### src/rtl/implicit_reg_executor_if.sv
// implicit_reg_executor_if: request, stack-memory and register-view signals of the implicit-register executor
interface implicit_reg_executor_if #(
  parameter int DATA_W = 16,
  parameter int ADDR_W = 4
);
  logic                req_valid;
  logic                req_ready;
  logic                set_reg_address;
  logic [ADDR_W-1:0]   reg_address;
  logic [1:0]          op;
  logic [DATA_W/2-1:0] imm;
  logic                mem_req;
  logic                mem_we;
  logic [DATA_W-1:0]   mem_addr;
  logic                mem_ack;
  logic                done;
  logic                err;
  logic [DATA_W-1:0]   radr;
  logic [DATA_W-1:0]   rli;
  logic [DATA_W-1:0]   sp;
  modport master (
    output req_valid, set_reg_address, reg_address, op, imm, mem_ack,
    input  req_ready, mem_req, mem_we, mem_addr, done, err, radr, rli, sp
  );
  modport slave (
    input  req_valid, set_reg_address, reg_address, op, imm, mem_ack,
    output req_ready, mem_req, mem_we, mem_addr, done, err, radr, rli, sp
  );
endinterface

### src/rtl/implicit_reg_executor.sv
// implicit_reg_executor: executes SETADDL/H, LDIL/H and PUSH/POP on RADR, RLI and SP.
// Defining STACK_GUARD_EN rejects PUSH at SP_LIMIT and POP at SP_RESET.
module implicit_reg_executor #(
  parameter int                 DATA_W   = 16,
  parameter int                 ADDR_W   = 4,
  parameter logic [ADDR_W-1:0]  RADR_IDX = 4'd13,
  parameter logic [ADDR_W-1:0]  RLI_IDX  = 4'd14,
  parameter logic [ADDR_W-1:0]  SP_IDX   = 4'd15,
  parameter logic [DATA_W-1:0]  SP_RESET = 16'hFFFF,
  parameter logic [DATA_W-1:0]  SP_LIMIT = 16'hFF00
) (
  input  logic clk,
  input  logic rst_n,
  implicit_reg_executor_if.slave bus
);
  localparam int H = DATA_W / 2;
  localparam logic [1:0] IDLE = 2'd0;
  localparam logic [1:0] EXEC = 2'd1;
  localparam logic [1:0] MEM  = 2'd2;
  localparam logic [1:0] DONE = 2'd3;
  localparam logic [DATA_W-1:0] ONE = {{(DATA_W-1){1'b0}}, 1'b1};
`ifdef STACK_GUARD_EN
  localparam logic GUARD_EN = 1'b1;
`else
  localparam logic GUARD_EN = 1'b0;
`endif

  logic [1:0]        r_state;
  logic              r_ready;
  logic              r_set;
  logic [ADDR_W-1:0] r_addr;
  logic [1:0]        r_op;
  logic [H-1:0]      r_imm;
  logic              r_err;
  logic [DATA_W-1:0] r_radr;
  logic [DATA_W-1:0] r_rli;
  logic [DATA_W-1:0] r_sp;

  logic              w_hs;
  logic              w_hit;
  logic              w_guard;
  logic              w_go_mem;
  logic              w_bad;
  logic              w_wr;
  logic [1:0]        w_next;
  logic [DATA_W-1:0] w_cur;
  logic [DATA_W-1:0] w_half;
  logic [DATA_W-1:0] w_spm1;
  logic [DATA_W-1:0] w_spp1;

  always_comb begin
    w_hs     = bus.req_valid & r_ready;
    w_hit    = (r_addr == RADR_IDX) | (r_addr == RLI_IDX) | (r_addr == SP_IDX);
    w_guard  = GUARD_EN & (r_op[0] ? (r_sp == SP_RESET) : (r_sp == SP_LIMIT));
    w_go_mem = r_set & r_op[1] & (r_addr == SP_IDX) & ~w_guard;
    w_bad    = r_set & (r_op[1] ? ((r_addr != SP_IDX) | w_guard) : ~w_hit);
    w_wr     = (r_state == EXEC) & r_set & ~r_op[1] & w_hit;
    w_cur    = (r_addr == RADR_IDX) ? r_radr : (r_addr == RLI_IDX) ? r_rli : r_sp;
    w_half   = r_op[0] ? {r_imm, w_cur[H-1:0]} : {w_cur[DATA_W-1:H], r_imm};
    w_spm1   = r_sp - ONE;
    w_spp1   = r_sp + ONE;
    w_next   = (r_state == IDLE) ? (w_hs ? EXEC : IDLE) :
               (r_state == EXEC) ? (w_go_mem ? MEM : DONE) :
               (r_state == MEM)  ? (bus.mem_ack ? DONE : MEM) : IDLE;
  end

  always_ff @(posedge clk or negedge rst_n) begin
    if (!rst_n) begin
      r_state <= IDLE;
      r_ready <= 1'b0;
      r_set   <= 1'b0;
      r_addr  <= '0;
      r_op    <= '0;
      r_imm   <= '0;
      r_err   <= 1'b0;
      r_radr  <= '0;
      r_rli   <= '0;
      r_sp    <= SP_RESET;
    end else begin
      r_state <= w_next;
      r_ready <= (w_next == IDLE);
      if (r_state == IDLE && w_hs) begin
        r_set  <= bus.set_reg_address;
        r_addr <= bus.reg_address;
        r_op   <= bus.op;
        r_imm  <= bus.imm;
      end
      if (r_state == EXEC) r_err <= w_bad;
      if (w_wr && r_addr == RADR_IDX) r_radr <= w_half;
      if (w_wr && r_addr == RLI_IDX) r_rli <= w_half;
      // SP moves only when the memory accepts the access, so an aborted PUSH/POP leaves it intact
      if (w_wr && r_addr == SP_IDX) r_sp <= w_half;
      else if (r_state == MEM && bus.mem_ack) r_sp <= r_op[0] ? w_spp1 : w_spm1;
    end
  end

  assign bus.req_ready = r_ready;
  assign bus.mem_req   = (r_state == MEM);
  assign bus.mem_we    = (r_state == MEM) & ~r_op[0];
  assign bus.mem_addr  = (r_state == MEM) ? (r_op[0] ? r_sp : w_spm1) : '0;
  assign bus.done      = (r_state == DONE);
  assign bus.err       = (r_state == DONE) & r_err;
  assign bus.radr      = r_radr;
  assign bus.rli       = r_rli;
  assign bus.sp        = r_sp;
endmodule

### src/flat_wrapper.sv
// flat-port wrapper written by rule: the top's interface ports become plain ports
module implicit_reg_executor_flat 
#(
  parameter int                 DATA_W   = 16,
  parameter int                 ADDR_W   = 4,
  parameter logic [ADDR_W-1:0]  RADR_IDX = 4'd13,
  parameter logic [ADDR_W-1:0]  RLI_IDX  = 4'd14,
  parameter logic [ADDR_W-1:0]  SP_IDX   = 4'd15,
  parameter logic [DATA_W-1:0]  SP_RESET = 16'hFFFF,
  parameter logic [DATA_W-1:0]  SP_LIMIT = 16'hFF00
)
  (clk, rst_n, bus_req_valid, bus_set_reg_address, bus_reg_address, bus_op, bus_imm, bus_mem_ack, bus_req_ready, bus_mem_req, bus_mem_we, bus_mem_addr, bus_done, bus_err, bus_radr, bus_rli, bus_sp);
  implicit_reg_executor_if #(.DATA_W(DATA_W), .ADDR_W(ADDR_W)) bus_i ();
  input  logic clk;
  input  logic rst_n;
  input wire logic [$bits(bus_i.req_valid)-1:0] bus_req_valid;
  input wire logic [$bits(bus_i.set_reg_address)-1:0] bus_set_reg_address;
  input wire logic [$bits(bus_i.reg_address)-1:0] bus_reg_address;
  input wire logic [$bits(bus_i.op)-1:0] bus_op;
  input wire logic [$bits(bus_i.imm)-1:0] bus_imm;
  input wire logic [$bits(bus_i.mem_ack)-1:0] bus_mem_ack;
  output wire logic [$bits(bus_i.req_ready)-1:0] bus_req_ready;
  output wire logic [$bits(bus_i.mem_req)-1:0] bus_mem_req;
  output wire logic [$bits(bus_i.mem_we)-1:0] bus_mem_we;
  output wire logic [$bits(bus_i.mem_addr)-1:0] bus_mem_addr;
  output wire logic [$bits(bus_i.done)-1:0] bus_done;
  output wire logic [$bits(bus_i.err)-1:0] bus_err;
  output wire logic [$bits(bus_i.radr)-1:0] bus_radr;
  output wire logic [$bits(bus_i.rli)-1:0] bus_rli;
  output wire logic [$bits(bus_i.sp)-1:0] bus_sp;
  assign bus_i.req_valid = bus_req_valid;
  assign bus_i.set_reg_address = bus_set_reg_address;
  assign bus_i.reg_address = bus_reg_address;
  assign bus_i.op = bus_op;
  assign bus_i.imm = bus_imm;
  assign bus_i.mem_ack = bus_mem_ack;
  assign bus_req_ready = bus_i.req_ready;
  assign bus_mem_req = bus_i.mem_req;
  assign bus_mem_we = bus_i.mem_we;
  assign bus_mem_addr = bus_i.mem_addr;
  assign bus_done = bus_i.done;
  assign bus_err = bus_i.err;
  assign bus_radr = bus_i.radr;
  assign bus_rli = bus_i.rli;
  assign bus_sp = bus_i.sp;
  implicit_reg_executor #(.DATA_W(DATA_W), .ADDR_W(ADDR_W), .RADR_IDX(RADR_IDX), .RLI_IDX(RLI_IDX), .SP_IDX(SP_IDX), .SP_RESET(SP_RESET), .SP_LIMIT(SP_LIMIT)) u_core (.clk(clk), .rst_n(rst_n), .bus(bus_i));
endmodule
### config.mk
export PLATFORM = sky130hd
export DESIGN_NAME = implicit_reg_executor_flat
export DESIGN_NICKNAME = d
export VERILOG_FILES = /design/src/rtl/implicit_reg_executor_if.sv /design/src/rtl/implicit_reg_executor.sv /design/src/flat_wrapper.sv
export SDC_FILE = /design/constraint.sdc
export NUM_CORES = 1
export LEC_CHECK = 0
export ABC_AREA = 1
export CORE_ASPECT_RATIO = 1.2
export CORE_MARGIN = 4
export CORE_UTILIZATION = 45
export DETAILED_ROUTE_END_ITERATION = 8
export HOLD_SLACK_MARGIN = 0.06
export PLACE_DENSITY = 0.67
export SYNTH_ARGS = -nofsm -noshare
export SYNTH_HDL_FRONTEND = slang
export SYNTH_SLANG_ARGS = --single-unit
### constraint.sdc
create_clock -name clk -period 2.2 [get_ports clk]
set_clock_uncertainty 0.05 [all_clocks]
set_input_delay 0.22 -clock clk [delete_from_list [all_inputs] [get_ports clk]]
set_output_delay 0.22 -clock clk [all_outputs]
set_load 0.01 [all_outputs]
==> flow_summary.json <==
{
  "run_status": "finished clean",
  "maxCapViolations": 0,
  "fin_crit_ps": 2200,
  "syn_area_per_cell_um2": 6.99,
  "ys.flop_type": "dfrtp_1",
  "wl_um": 14300,
  "grt_antenna_before_repair": 0,
  "combinationalPowerShare_pct": 57.1,
  "finalSetupTns_ps": 0,
  "finalSetupViolCount": 0,
  "hpwl_um": 10700,
  "cts_root_buf": "clkbuf_16",
  "synth_edf_count": 0,
  "fin_crit_sh_pct": 100,
  "worst_slack_ps": 1.01,
  "tightest_slew_ps": 560,
  "intPower_mw": 4.16,
  "track_usage_pct": 24.6,
  "vdd_drop_max_mv": 0.727,
  "cts_tree": "done",
  "endpoint_kind": "output pin",
  "grt_pass1_vias": 4606,
  "max_slew_margin_pct": 62.7,
  "grt_pass1_wl_um": 23400,
  "pin_count": 88,
  "clockPowerShare_pct": 17.4,
  "grt.overflow.total": 0,
  "ys_ff_latch": 67,
  "die_area_um2": 11900,
  "yosysTopAreaCellShare_pct": 27.7,
  "final_core_util_pct": 61.4,
  "place_congestion": 0.886,
  "cp.required_ps": 1930,
  "p_leak_nw": 3.01,
  "cts_max_level": 3,
  "syn-cell-area_um2": 4610,
  "drive_gt1_share_pct": 20.1,
  "fp.dieW_um": 100,
  "rsz0062_at_grt": "yes",
  "yosysWarnings": 0,
  "finalHoldViolations": 0,
  "criticalPathCategory": "reg -> out",
  "dpl_cell_area_um2": 5720,
  "clock.fmax_ghz": 0.455,
  "firstDrtPassIters": 5,
  "power.switching_mw": 3.44,
  "core.rowCount": 40,
  "vias_per_cell": 5.31,
  "netSwitchingFraction_pct": 45.2,
  "core_um2": 10000,
  "io_buffers": 87,
  "start_util_pct": 46.0,
  "dp_slack_ps": -137,
  "synth_area_leaders": "dfrtp_1 (28%), nand2_1 (19%), dfstp_2 (9.1%)",
  "areaGrowthSynthToFinish_pct": 33.4,
  "clock_latency_ps": 330,
  "stdcell_area_um2": 6140,
  "cts.sinks": 67,
  "via_count": 4788,
  "startpoint_type": "flip-flop",
  "yosysMostFrequentCell": "nand2_1",
  "antenna_left": 0,
  "synth_nets": 686,
  "path_max_fanout": 7,
  "antenna_cells": 0,
  "yosysSeqAreaShare_pct": 36.8,
  "grt_max_degree": 41,
  "drv_slew": 0,
  "sequentialPowerShare_pct": 25.4,
  "yosysTopAreaCell": "dfrtp_1",
  "critical_path_arrival_ps": 1930,
  "ys_types": 38,
  "ctsLongestPathBuffers": 2,
  "clk_pin_slew_ps": 60,
  "drc": 0,
  "synthCells": 659,
  "fill_cells": 964,
  "wl_per_cell_um": 15.9,
  "numCtsBuffers": 9,
  "nNetsFinal": 798,
  "power.density_nw_per_um2": 1240,
  "die_height_um": 119,
  "drt-initial-drc-count": 327,
  "synth_top_cells_by_count": "nand2_1 (234), nand3_1 (70), inv_1 (56), nor2_1 (56), dfrtp_1 (51)",
  "hold_path.class": "in -> async",
  "async_reset_ff_share_pct": 100
}
-- critical path: stages (launching register included) --
cell and delay, ps:
dfstp_2 370, buf_4 150, nor2_4 110, nand2_4 80
nor2_4 160, buf_6 120, buf_4 100, nand3_1 50
nand2_1 90, nand3_2 100, a21oi_2 130, buf_2 130
-- repair_timing --
action                                 CTS  global route
resized for setup                       44            27
pin swaps                                3             7
endpoints found under the hold margin   19             0
setup endpoints to repair               17             9
setup buffers                            6             1
hold buffers                             1             0
-- stage by stage --
| step | hold slack [ps] | std cells | total power, mW |
|---|---|---|---|
| final | 363 | 902 | 7.60 |
| after floorplan | -126 | 659 | 4.40 |
| after detailed placement | 196 | 878 | 5.99 |
| after global routing | 420 | 902 | 8.17 |
| after CTS | 376 | 901 | 7.48 |
| after global placement | 191 | 878 | 5.93 |
-- cells by family (layout without fill, tap and decap cells) --
family / count (synthesis) / in the layout / share of synthesized area [%]
multiplexers: 3 / 3 / 0.733
XOR/XNOR: 5 / 5 / 0.951
AO/OA/AOI/OAI: 80 / 80 / 10.8
buffers and inverters: 92 / 209 / 9.48
flip-flops: 67 / 67 / 36.8
AND/OR/NAND/NOR: 404 / 404 / 39.0
adder cells (fa/ha/maj): 8 / 8 / 2.17
-- path summary, 6_finish.rpt --
path / from / end / slack, ps / cells past startpoint
setup / recovery: u_core.bus.sp[1] / bus_mem_addr[9] / 1 / 11
hold / removal: rst_n / u_core.r_imm[6] / 360 / 2
setup reg to reg: u_core.bus.sp[0] / u_core.bus.sp[14] / 310 / 10
hold reg to reg: u_core.r_set / u_core.r_set / 460 / 1
max in group asynchronous: rst_n / u_core.bus.sp[9] / 990 / 3
min in group clk: bus_imm[2] / u_core.r_imm[2] / 420 / 3
-- state kept, by name, summed over array words and instances, names as in the netlist, 2 cells and up --
signal,cells
u_core.r_imm,8
u_core.bus.sp,16
u_core.r_op,2
u_core.r_state,2
u_core.r_addr,4
u_core.bus.rli,16
u_core.bus.radr,16
-- layout make-up --
class | count | area (um^2) | share of cell area [%]
sequential | 67 | 1700 | 27.6
clock buffer | 12 | 246 | 4.01
timing repair buffer | 127 | 1170 | 19.1
tap | 126 | 158 | 2.57
multi-input combinational | 500 | 2580 | 41.9
inverter | 66 | 268 | 4.36
clock inverter | 4 | 26.3 | 0.428
-- cells in the final DEF, fill, tap and decap left out, drive strengths merged --
cell / Yosys / routed
a21oi: 33 / 33
nor2: 63 / 63
xnor2: 1 / 1
nor3: 5 / 5
nand2: 246 / 246
clkdlybuf4s50: 0 / 69
dlygate4sd2: 0 / 8
buf: 20 / 44
nand3b: 2 / 2
o21a: 1 / 1
dlygate4sd3: 0 / 1
dfstp: 16 / 16
ha: 8 / 8
and2: 2 / 2
clkinv: 1 / 4
o211ai: 8 / 8
o32ai: 1 / 1
clkinvlp: 0 / 2
nand4: 7 / 7
inv: 65 / 64
dlymetal6s2s: 0 / 1
dfrtp: 51 / 51
o21ai: 34 / 34
xor2: 4 / 4
clkdlybuf4s15: 0 / 1
nand3: 79 / 79
o21bai: 3 / 3
clkbuf: 6 / 15
mux2: 3 / 3
-- power groups by stage --
stage	Sequential, mW	Combinational [mW]	Clock (mW)
3_3_place_gp	1.92	4.01	0
5_1_grt	1.98	4.77	1.41
3_5_place_dp	1.93	4.06	0
6_report	1.93	4.34	1.32
2_1_floorplan	1.94	2.46	0
4_1_cts	1.93	4.20	1.36
-- layer usage --
| layer | routed length, um | GRT usage (%) | vias up |
|---|---|---|---|
| li1 | - | - | 2343 |
| met1 | 6250 | 33.7 | 2230 |
| met2 | 6790 | 39.3 | 177 |
| met3 | 830 | 3.10 | 38 |
| met4 | 470 | 10.1 | 0 |
| met5 | 0 | 0 | - |
(Power assumes the default switching activity.)
